## config.mk

```make
export PLATFORM = sky130hd
export DESIGN_NAME = fsm_seq_gen
export DESIGN_NICKNAME = d
export VERILOG_FILES = /design/src/rtl/fsm_seq_gen.sv
export SDC_FILE = /design/constraint.sdc
export NUM_CORES = 1
export LEC_CHECK = 0
export ABC_CLOCK_PERIOD_IN_PS = 4200
export BUFFER_PORTS_ARGS = -buffer_cell sky130_fd_sc_hd__buf_2
export CAP_MARGIN = 20
export CORE_ASPECT_RATIO = 1.4
export CORE_MARGIN = 2
export CORE_UTILIZATION = 41
export CTS_BUF_LIST = sky130_fd_sc_hd__clkbuf_4
export DETAILED_ROUTE_END_ITERATION = 6
export SLEW_MARGIN = 20
export SYNTH_ARGS = -nofsm -noshare
export SYNTH_HDL_FRONTEND = slang
export SYNTH_SLANG_ARGS = --single-unit
export TNS_END_PERCENT = 100
```

## constraint.sdc

```tcl
create_clock -name clk -period 4.2 [get_ports clk]
set_input_delay 0.21 -clock clk [delete_from_list [all_inputs] [get_ports clk]]
set_output_delay 0.21 -clock clk [all_outputs]
set_load 0.01 [all_outputs]
```

## src/rtl/fsm_seq_gen.sv

```systemverilog
// Frame serializer: sends 1..8 payload bits MSB first on w, flags runs of
// four or more equal bits within a frame, and pulses done after the last bit.
//
// Output timing: every output is decoded from registered state. w/valid carry
// one payload bit per cycle while in SEND. done is high for the one DONE cycle.
// Requests are not queued: start is only looked at while IDLE.
module fsm_seq_gen (
    input  logic       clk,
    input  logic       reset,
    input  logic       start,
    input  logic [7:0] data,
    input  logic [3:0] len,
    output logic       w,
    output logic       valid,
    output logic       busy,
    output logic       done,
    output logic       run_flag,
    output logic [1:0] y
);

    typedef enum logic [1:0] {
        IDLE = 2'd0,
        SEND = 2'd1,
        DONE = 2'd2
    } state_t;

    state_t      state_q, state_d;
    logic [7:0]  shreg_q, shreg_d;
    logic [3:0]  cnt_q, cnt_d;
    logic        last_bit_q, last_bit_d;
    logic [2:0]  run_q, run_d;

    logic [3:0]  eff_len;
    logic [2:0]  cur_run;

    // Effective length: 0 and anything above 8 send a full byte.
    always_comb begin
        eff_len = len;
        if (len == 4'd0 || len > 4'd8) begin
            eff_len = 4'd8;
        end
    end

    // Run length including the bit on w now; run_q==0 marks the first bit.
    always_comb begin
        cur_run = 3'd1;
        if (run_q != 3'd0 && shreg_q[7] == last_bit_q) begin
            cur_run = (run_q >= 3'd4) ? 3'd4 : run_q + 3'd1;
        end
    end

    // Next-state logic and output decode.
    always_comb begin
        state_d    = state_q;
        shreg_d    = shreg_q;
        cnt_d      = cnt_q;
        last_bit_d = last_bit_q;
        run_d      = run_q;
        w          = 1'b0;
        valid      = 1'b0;
        busy       = 1'b0;
        done       = 1'b0;
        run_flag   = 1'b0;
        case (state_q)
            IDLE: begin
                if (start) begin
                    shreg_d    = data;
                    cnt_d      = eff_len;
                    last_bit_d = 1'b0;
                    run_d      = 3'd0;
                    state_d    = SEND;
                end
            end
            SEND: begin
                w          = shreg_q[7];
                valid      = 1'b1;
                busy       = 1'b1;
                run_flag   = (cur_run >= 3'd4);
                shreg_d    = {shreg_q[6:0], 1'b0};
                cnt_d      = cnt_q - 4'd1;
                last_bit_d = shreg_q[7];
                run_d      = cur_run;
                if (cnt_q == 4'd1) begin
                    state_d = DONE;
                end
            end
            DONE: begin
                busy    = 1'b1;
                done    = 1'b1;
                state_d = IDLE;
            end
            default: begin
                state_d = IDLE;
            end
        endcase
    end

    assign y = state_q;

    // State and datapath registers with synchronous active-low reset.
    always_ff @(posedge clk) begin
        if (!reset) begin
            state_q    <= IDLE;
            shreg_q    <= 8'd0;
            cnt_q      <= 4'd0;
            last_bit_q <= 1'b0;
            run_q      <= 3'd0;
        end else begin
            state_q    <= state_d;
            shreg_q    <= shreg_d;
            cnt_q      <= cnt_d;
            last_bit_q <= last_bit_d;
            run_q      <= run_d;
        end
    end

endmodule

```

Yosys cells after proc, flatten, opt, wreduce, memory -nomap -nowiden

Index checks and enable logic that the tools add are counted.

Register bits: 18
Input port bits: 15
Output and inout port bits: 7
Logic and storage cells: 44

$add $sub $neg: 2
Magnitude comparators: 3
Equal/unequal tests: 6
Multiplexer cells: 19
Reductions and logical operators: 9

Operators with widths:

| operator              | count |
|---|---|
| $pmux W8 S2           | 1 |
| $mux W3               | 3 |
| $mux W4               | 2 |
| $mux W8               | 1 |
| $pmux W4 S2           | 1 |
| $ge A3 B3 Y1 const B  | 2 |
| $mux W1               | 6 |
| $pmux W3 S2           | 1 |
| $eq A4 B1 Y1 const B  | 1 |
| $gt A4 B4 Y1 const B  | 1 |
| $logic_not A4 Y1      | 1 |
| $mux W2               | 2 |
| $ne A2 B2 Y1 const B  | 2 |
| $pmux W2 S2           | 1 |
| $reduce_and A2 Y1     | 2 |
| $sub A4 B1 Y4 const B | 1 |
| $add A3 B1 Y3 const B | 1 |
| $reduce_bool A3 Y1    | 1 |
| $eq A2 B1 Y1 const B  | 1 |
| $eq A2 B2 Y1 const B  | 1 |
| $logic_not A2 Y1      | 1 |
| $pmux W1 S2           | 1 |
| $reduce_bool A2 Y1    | 1 |
| $reduce_or A2 Y1      | 1 |
| 3 further kinds       | 3 |

Depth between registers and ports, before layout

Gate-level depths: netlist (run 1).

Word-level depth: 5
Gate-level depth with buffers: 7
Gate-level depth less buffers: 6

Worst setup path before layout (run 1)

No wires, ideal clock.

Kind: register -> register
Start point: reg state_q[1], in the netlist y[1]
End point: reg last_bit_q
Setup time: 0.115 ns
Arrival time: 1.527 ns
Data required time: 4.085 ns
Setup slack: 2.558 ns
Cell stages (with the launch flop): 8
Buffers on the path: 1
Clock period less this slack: 1.642 ns
Cells stage by stage: dfxtp_1 > inv_1 > ha_1 > buf_4 > and2_1 > a22oi_1 > o21ai_0 > and2_1

Cells in the longest elaborated chain, start to end: 3
Elaborated cells on any way between the ends: 6
Classes of those cells: eq/ne: 2; mux: 1; reduce/logical: 3

RTL lines:

| what                                                                | line | text |
|---|---|---|
| start, declared                                                     | 27   | `state_t state_q, state_d;` |
| start signal, assigned                                              | 109  | `state_q <= state_d;` |
| $eq A2 B1 Y1 or $logic_not A2 Y1 (tied branches)                    | 64   | `case (state_q)` |
| $reduce_bool A2 Y1 (no source line) or $ne A2 B2 Y1 (tied branches) | -    |  |
| $reduce_and A2 Y1 (no source line)                                  | -    |  |
| end signal, assigned                                                | 112  | `last_bit_q <= last_bit_d;` |
| end, declared                                                       | 30   | `logic last_bit_q, last_bit_d;` |

Parallel ways exist; a longest one is shown, timed or not.
A chain may end at the register's enable or synchronous reset.

Worst setup path in the final report (run 1)

Start point: reg state_q[1], in the netlist y[1]
End point: reg cnt_q[2]

Cells in the longest elaborated chain, start to end: 3
Elaborated cells on any way between the ends: 6
Classes of those cells: eq/ne: 2; mux: 1; reduce/logical: 3

RTL lines:

| what                                                                | line | text |
|---|---|---|
| $eq A2 B1 Y1 or $logic_not A2 Y1 (tied branches)                    | 64   |  |
| $reduce_bool A2 Y1 (no source line) or $ne A2 B2 Y1 (tied branches) | -    |  |
| $reduce_and A2 Y1 (no source line)                                  | -    |  |
| end signal, assigned                                                | 111  | `cnt_q <= cnt_d;` |
| end, declared                                                       | 29   | `logic [3:0] cnt_q, cnt_d;` |

Parallel ways exist; a longest one is shown, timed or not.

==> results.md, run 1 <==
- Design Power: 432 µW
- Effective utilization at floorplan: 0.437
- Worst Hold Endpoint: shreg_q[0]$_SDFFE_PN0P_
- Wire length of the first global-routing pass: 3640 µm
- Global-route usage over all layers: 0.160
- Yosys synthesis warning count: 0
- Quantity of hold-fixing buffers added after cts: 0
- Ranking of synthesized cells by area: sky130_fd_sc_hd__dfxtp_1, sky130_fd_sc_hd__ha_1, sky130_fd_sc_hd__mux2i_1
- First-pass iteration count of the detailed router: 4
- DRC violation total after the first TritonRoute iteration: 12
- Placement Rows: 21
- Via Count: 905
- Max-slew headroom: 0.381
- Post-route standard cell area excluding fillers: 1190 µm²
- Final hold violation count: 0
- Clock Sinks: 18
- Power per cell area: 363 nW/µm²
- Syn_nets: 145
- Cell internal pwr: 286 µW
- Comb pwr share: 0.321
- Count of cells along the worst register-to-register path: 6
- Result of the run: completed
- Net load switching power: 146 µW
- Area Growth Syn to Fin: 11.4%
- Clock power share: 0.198
- Capturing point of the worst reg2reg path: cnt_q[2]$_SDFFE_PN0P_
- Total grt overflow: 0
- Slew at the pin with the worst max-slew slack: roughly 930 ps
- Portion of the clock cycle consumed by the worst path in the final layout: 0.518
- RSZ-0062 raised after global routing: no
- TritonCTS clock tree: yes
- Worst Path Max Fanout: 23
- Required time of the critical path: 4340 ps
- Average footprint of a synthesized cell: 8.69 µm²
- Antenna viol nets, final: 0
- Worst slack on hold paths: 211 ps
- Count of buffers from port buffering: 21
- Setup slack of the worst register-to-register path: 2020 ps
- Number of distinct standard cells referenced by the synthesized netlist: 36
- Worst hold start: data[0]
- Proportion of total power due to net switching: 0.337
- Routed wire length: 2200 µm
- Largest net degree at the start of global routing: 24
- Number of buffers created by CTS: 3
- IO Pins: 22
- Antenna cells: 0
- Final HPWL DP: 1610 µm
- Via count of the first global-routing pass: 857
- Number of enable flip-flop cells after synthesis: 0
- Area fraction of the dominant cell type after synthesis: 0.337
- Sequential share of power: 0.481
- Die Y: 64.4 µm
- Clock latency of the later-clocked register in the worst-skew pair: between 200 and 300 ps
- Worst endpoint data arrival time: 2320 ps
- Average wire length per cell after detail routing: 12.7 µm
- Number of fill cells in the layout: 241
- Count of max-cap constraint violations: 0
- Final critical delay including setup and external delays: 2180 ps
- Fraction of layout cells with a size suffix above 1: 0.180
- Proportion of synthesized flip-flops having asynchronous set or reset: 0
- Capturing element type of the critical path: flip-flop
- Maximum vdd drop: 179 µV
- Path class of the lowest-slack min-delay path: input pin to flip-flop
- Max-slew violations: 0
- Yosys top cell by area: sky130_fd_sc_hd__dfxtp_1
- Residual DRC count: 0
- Leakage power figure: 0.000554 µW
- DR vias/cell: approximately 5.2
- Post-route setup TNS: 0 ps
- Flip-flop cell with the highest count after synthesis: sky130_fd_sc_hd__dfxtp_1
- Area after DPL: 1170 µm²
- Std-Cell Core Area: roughly 2400 µm²
- Reg clk slew, reported paths: 100 ps
- Classification of the worst setup path: flip-flop to flip-flop
- Width of the chip: 47.1 µm
- Root Buffer Master: sky130_fd_sc_hd__clkbuf_4
- Cell area after technology mapping: between 1000 and 1500 µm²
- Critical R2R Launch: y[1]$_SDFFE_PN0P_
- Area of the die: 3040 µm²
- Count of buffers added by post-CTS timing repair for setup: 0
- Most frequent cell after synthesis: sky130_fd_sc_hd__dfxtp_1
- Maximum level of the CTS H-tree: 1
- Critical Path Source Type: flip-flop
- Share of synthesized area occupied by flip-flops and latches: 0.337
- Highest Clock Rate: 459 MHz
- Number of buffers between clock root and the deepest sink: 2
- Post-synthesis instance total: between 100 and 150
- Clock skew: 7.43 ps
- Setup violators final: 0
- Most frequent cells after synthesis: sky130_fd_sc_hd__dfxtp_1, sky130_fd_sc_hd__nand2_1, sky130_fd_sc_hd__inv_1
- Final-stage net count: 163
- Number of instances on the worst hold path: 3
- Antenna violations before repair: 0
- Gp weighted congestion: roughly 0.83
- Post-synthesis register bit count: 18
- Post-cts gate resize count: 0
-- worst max-delay path by stage --
stage / start / to / slack (ps) / cells past startpoint
after CTS: y[1]$_SDFFE_PN0P_ / cnt_q[2]$_SDFFE_PN0P_ / 2020 / 6
after global routing: y[1]$_SDFFE_PN0P_ / cnt_q[2]$_SDFFE_PN0P_ / 1780 / 6
after detailed placement: y[1]$_SDFFE_PN0P_ / cnt_q[2]$_SDFFE_PN0P_ / 2040 / 6
after floorplan: y[1]$_SDFFE_PN0P_ / last_bit_q$_SDFFE_PN0P_ / 2560 / 7
after global placement: y[1]$_SDFFE_PN0P_ / cnt_q[2]$_SDFFE_PN0P_ / 2110 / 6
final: y[1]$_SDFFE_PN0P_ / cnt_q[2]$_SDFFE_PN0P_ / 2020 / 6
-- layout by cell type, fill, tap and decap left out, types with 2 or more instances in the layout --
master and n:
sky130_fd_sc_hd__and2_1 3, sky130_fd_sc_hd__nor3_1 2, sky130_fd_sc_hd__buf_2 21, sky130_fd_sc_hd__nor3b_1 3
sky130_fd_sc_hd__nand2b_1 3, sky130_fd_sc_hd__o21ai_0 7, sky130_fd_sc_hd__nor2b_1 2, sky130_fd_sc_hd__mux2i_1 8
sky130_fd_sc_hd__a21boi_0 2, sky130_fd_sc_hd__a21oi_1 8, sky130_fd_sc_hd__nand3_1 2, sky130_fd_sc_hd__clkbuf_4 3
sky130_fd_sc_hd__nor2_1 5, sky130_fd_sc_hd__ha_1 7, sky130_fd_sc_hd__o211a_1 7, sky130_fd_sc_hd__dfxtp_1 18
sky130_fd_sc_hd__nand2_1 12, sky130_fd_sc_hd__xnor2_1 2, sky130_fd_sc_hd__inv_1 9
-- power groups by stage --
| stage | clock (µW) | sequential [µW] | combinational (µW) |
|---|---|---|---|
| finish | 85.7 | 208 | 139 |
| CTS | 90.3 | 208 | 139 |
| global placement | 0 | 211 | 135 |
| detailed placement | 0 | 212 | 139 |
| floorplan | 0 | 209 | 114 |
| global route | 96.8 | 211 | 157 |
-- kinds of logic (layout without fill, tap and decap cells) --
family | Yosys count | after routing | share of synthesized area
AOI/OAI and AO/OA | 33 | 33 | 0.217
DFF | 18 | 18 | 0.337
xor gates and xnor gates | 3 | 3 | 0.0246
muxes | 9 | 9 | 0.0855
adders and majority gates | 7 | 7 | 0.0820
and+or+nand+nor | 36 | 36 | 0.177
buffers and inverters | 17 | 33 | 0.0773
-- layout make-up --
type	instances	area (µm²)	area share
clock buffers	3	22.5	0.0189
inverters	9	33.8	0.0284
multi-input cells	88	626	0.526
flip-flops and latches	18	360	0.303
well taps	34	42.5	0.0358
repair buffers	21	105	0.0883
-- layer usage --
metal / part of all wire / up-vias / GRT usage
met5: 0 / - / 0
met4: 0.0064 / 0 / 0.0521
met3: 0.037 / 2 / 0.0226
met2: 0.49 / 17 / 0.255
met1: 0.47 / 424 / 0.214
li1: - / 462 / -
-- registers in the layout, summed over array words and instances (netlist names) --
register / cells
y: 2
last_bit_q: 1
run_q: 3
shreg_q: 8
cnt_q: 4
-- critical path, cell delays in order, from the launching register on --
cell and delay, ps:
sky130_fd_sc_hd__dfxtp_1 340, sky130_fd_sc_hd__inv_1 90, sky130_fd_sc_hd__ha_1 770, sky130_fd_sc_hd__mux2_2 540, sky130_fd_sc_hd__nand3_1 120, sky130_fd_sc_hd__o21ai_0 80, sky130_fd_sc_hd__a21oi_1 80
-- metrics by stage --
step,cells,setup slack (ps),utilization
final,173,2020,0.487
after global routing,173,1780,0.487
after CTS,173,2020,0.487
after detailed placement,170,2040,0.478
after global placement,170,2110,0.478
after floorplan,123,2560,-
Power figures use the tool's default switching activity.
==> inputs of run 2 (changes only) <==
ABC_AREA = 1   (was default)
ABC_CLOCK_PERIOD_IN_PS = 2130   (was 4200)
clock period = 2.13 ns   (was 4.2 ns; I/O delays follow)
==> run 2 against run 1 <==
  * Die area up 0.97%
  * Power is 110% higher
  * Utilization shrank 1.4 points
  * Combinational power up 140%
  * Worst hold slack worse by 100 ps
  * Sequential power rose by 100%
  * Synthesized cell count is 28% higher
  * Routed wire length up 0.91%
  * Synthesized area is 1.1% higher
  * Sequential share of layout area shrank 0.50 points
  * Cell count rose by 23%
  * Global-route usage is 0.67 points higher
  * Critical path type is now flip-flop to output pin
  * Largest power group unchanged
==> results.md, run 2 <==
- Maximum vdd drop: 424 µV (+140%)
- Portion of the clock cycle consumed by the worst path in the final layout: 0.833
- Flip-flop cell with the highest count after synthesis: sky130_fd_sc_hd__dfxtp_1
- Syn_nets: 180 (+24%)
- Std-Cell Core Area: 2560 µm² (+4.8%)
- Stage delay of the slowest cell on the critical path: 370 ps (-400 ps)
- Post-route standard cell area excluding fillers: 1210 µm² (+1.7%)
- Reg clk slew, reported paths: 100 ps (about the same)
- Worst endpoint data arrival time: 1670 ps (-650 ps)
- Share of synthesized area occupied by flip-flops and latches: 0.334 (-0.00352)
- Gp weighted congestion: 0.761 (-8.6%)
- Number of buffers created by CTS: 3 (unchanged)
- Proportion of synthesized flip-flops having asynchronous set or reset: 0 (unchanged)
- Critical Path Source Type: flip-flop
- Via Count: 999 (+10%)
- Max-slew violations: 0 (unchanged)
- Average wire length per cell after detail routing: 10.4 µm (-18%)
- Most frequent cell after synthesis: sky130_fd_sc_hd__nand2_1
- Count of cells along the worst register-to-register path: 5 (-1)
- Antenna cells: 0 (unchanged)
- Final critical delay including setup and external delays: 1770 ps
- Result of the run: completed
- Area fraction of the dominant cell type after synthesis: 0.334 (-0.00352)
- Final hold violation count: 0 (unchanged)
- Sequential Area: 360 µm² (unchanged)
- Max-slew headroom: 0.643 (+0.262)
- Power per cell area: 759 nW/µm² (+110%)
- Number of flip-flops in the largest register: 8 (unchanged)
- Number of cells in the design after placement: 210 (+24%)
- Classification of the worst setup path: flip-flop to output pin
- First-pass iteration count of the detailed router: 4 (unchanged)
- Via count of the first global-routing pass: 956 (+12%)
- Count of max-cap constraint violations: 0 (unchanged)
- Path class of the lowest-slack min-delay path: input pin to flip-flop
- Post-synthesis register bit count: 18 (unchanged)
- Biggest regs: shreg_q (8), cnt_q (4), run_q (3)
- Total grt overflow: 0 (unchanged)
- Final standard cell count with taps included and fillers excluded: 213 (+23%)
- Maximum level of the CTS H-tree: 1 (unchanged)
- Ranking of synthesized cells by area: sky130_fd_sc_hd__dfxtp_1, sky130_fd_sc_hd__nand2_1, sky130_fd_sc_hd__ha_1
- Clock latency of the later-clocked register in the worst-skew pair: 280 ps (about the same)
- Total area of multi-input combinational cells: 609 µm² (-2.6%)
- Leakage power figure: 0.000583 µW (+5.1%)
- Residual DRC count: 0 (unchanged)
- Placement Rows: 22 (+4.8%)
- Crit-path slowest cell: sky130_fd_sc_hd__ha_2
- Setup slack of the worst register-to-register path: 540 ps (-1480 ps)
- Wire length of the first global-routing pass: 3810 µm (+4.7%)
- Worst path depth: 7 (+1)
- Worst Hold Endpoint: shreg_q[0]$_SDFFE_PN0P_
- Number of buffers between clock root and the deepest sink: 2 (unchanged)
- Antenna violations before repair: 0 (unchanged)
- Area of the die: 3070 µm² (+0.97%)
- Root Buffer Master: sky130_fd_sc_hd__clkbuf_4
- DR vias/cell: 4.69 (-10%)
- Post-route setup TNS: 0 ps (unchanged)
- Count of buffers from port buffering: 21 (unchanged)
- Clock skew: 2.90 ps (-4.53 ps)
- TritonCTS clock tree: yes
- Fraction of layout cells with a size suffix above 1: 0.243 (+0.0631)
- RSZ-0062 raised after global routing: no
- Required time of the critical path: 2020 ps (-2320 ps)
- Clock Sinks: 18 (unchanged)
- Routed wire length: 2220 µm (+0.91%)
- Largest net degree at the start of global routing: 16 (-33%)
- Most used cells in the layout excluding fill and tap cells: sky130_fd_sc_hd__nand2_1, sky130_fd_sc_hd__buf_2, sky130_fd_sc_hd__dfxtp_1
- Yosys top cell by area: sky130_fd_sc_hd__dfxtp_1
- Area after DPL: 1180 µm² (+1.5%)
- Count of buffers added by post-CTS timing repair for setup: 0 (unchanged)
- Number of enable flip-flop cells after synthesis: 0 (unchanged)
- Post-synthesis instance total: 158 (+28%)
- Family with the most delay on the worst path: buffers and inverters
- Capturing point of the worst reg2reg path: cnt_q[0]$_SDFFE_PN0P_
- Critical R2R Launch: y[0]$_SDFFE_PN0P_
- Number of fill cells in the layout: 279 (+16%)
- Highest Clock Rate: 564 MHz
- Global-route usage over all layers: 0.166 (+0.00668)
- Capturing element type of the critical path: output pin
- Post-cts gate resize count: 0 (unchanged)
- Final HPWL DP: 1770 µm (+10%)
- Number of distinct standard cells referenced by the synthesized netlist: 22 (-39%)
- Most frequent cells after synthesis: sky130_fd_sc_hd__nand2_1, sky130_fd_sc_hd__dfxtp_1, sky130_fd_sc_hd__inv_1
- Area Growth Syn to Fin: 12.1%
- Yosys synthesis warning count: 0 (unchanged)
- Crit path buf inv count: 4 (+3)
- Most flops, register: shreg_q
- Worst Path Max Fanout: 15 (-35%)
- Cell area after technology mapping: 1080 µm² (+1.1%)
- Width of the chip: 47.4 µm (+0.48%)
- Setup violators final: 0 (unchanged)
- Cell-by-cell trace of the critical path: inv_1 > ha_2 > inv_2 > nor2_1 > nand2_1 > inv_1 > buf_2
- Slew at the pin with the worst max-slew slack: 535 ps (-394 ps)
- Antenna viol nets, final: 0 (unchanged)
- DRC violation total after the first TritonRoute iteration: 18 (+6)
- Number of instances on the worst hold path: 3 (unchanged)
- IO Pins: 22 (unchanged)
- Worst hold start: data[0]
- Die Y: 64.7 µm (+0.49%)
- Cell seen most often among critical-path stages: sky130_fd_sc_hd__inv_1
- Quantity of hold-fixing buffers added after cts: 0 (unchanged)
- Average footprint of a synthesized cell: 6.83 µm² (-21%)
- Most common library cell in the layout ignoring fill and taps: sky130_fd_sc_hd__nand2_1
- Effective utilization at floorplan: 0.422 (-0.0155)
- Final-stage net count: 201 (+23%)
## run 2: cell types whose count changed in the layout (fill, tap and decap cells not counted), sizes merged, moves of 5 or more
cell and delta:
o21ai +10, mux2i -8, inv +9, o211a -7, a21oi +5, nand2 +41, nor2 +14
## run 2: cell families (layout without fill, tap and decap cells)
family | Yosys count | in the layout | synth area share
adder cells (fa/ha/maj) | 7 | 7 | 0.0811
XOR/XNOR | 1 | 1 | 0.00811
flip-flops | 18 | 18 | 0.334
buffers and inverters | 23 | 42 | 0.104
AND/OR/NAND/NOR | 78 | 78 | 0.309
AO/OA/AOI/OAI | 31 | 31 | 0.163
## run 2: worst reg2reg max path, delay by kind of cell, from the launching register on
kind	cells	cell delay, ps
fa+ha+maj	1	270
buf+inv	1	80
compound gates	2	640
simple gates	1	160
flops	1	390
## run 2: layer usage
metal / track usage / vias to the layer above / share of wire
li1: - / 532 / -
met1: 0.199 / 452 / 0.43
met2: 0.292 / 13 / 0.53
met3: 0.0195 / 2 / 0.035
met4: 0.0521 / 0 / 0.0090
met5: 0 / - / 0
## run 2: how the worst max path moves through the flow
stage | start | endpoint
detailed placement | y[1]$_SDFFE_PN0P_ | cnt_q[3]$_SDFFE_PN0P_
CTS | y[1]$_SDFFE_PN0P_ | run_flag
floorplan | y[1]$_SDFFE_PN0P_ | cnt_q[0]$_SDFFE_PN0P_
global route | y[1]$_SDFFE_PN0P_ | run_flag
global placement | y[1]$_SDFFE_PN0P_ | shreg_q[7]$_SDFFE_PN0P_
finish | y[1]$_SDFFE_PN0P_ | run_flag
## run 2: area by class of cell
cell class                 instances  share of cell area
sequential                        18               0.298
multi-input combinational        117               0.504
clock buffer                       3              0.0186
tap                               36              0.0372
inverter                          18              0.0558
timing repair buffer              21              0.0869
## run 2: report_power, final
| part | switching (µW) | total (µW) | leakage [µW] | internal [µW] |
|---|---|---|---|---|
| Sequential | 37.9 | 425 | 0.000148 | 387 |
| Clock | 100 | 166 | 0.0000138 | 65.5 |
| Combinational | 207 | 327 | 0.000421 | 120 |
## run 2: stage by stage
step	util	hold slack, ps	power (µW)	setup WS (ps)
floorplan	-	248	709	727
global placement	0.463	411	756	517
detailed placement	0.463	396	763	447
CTS	0.472	100	933	155
global route	0.473	131	992	206
finish	0.473	108	918	356
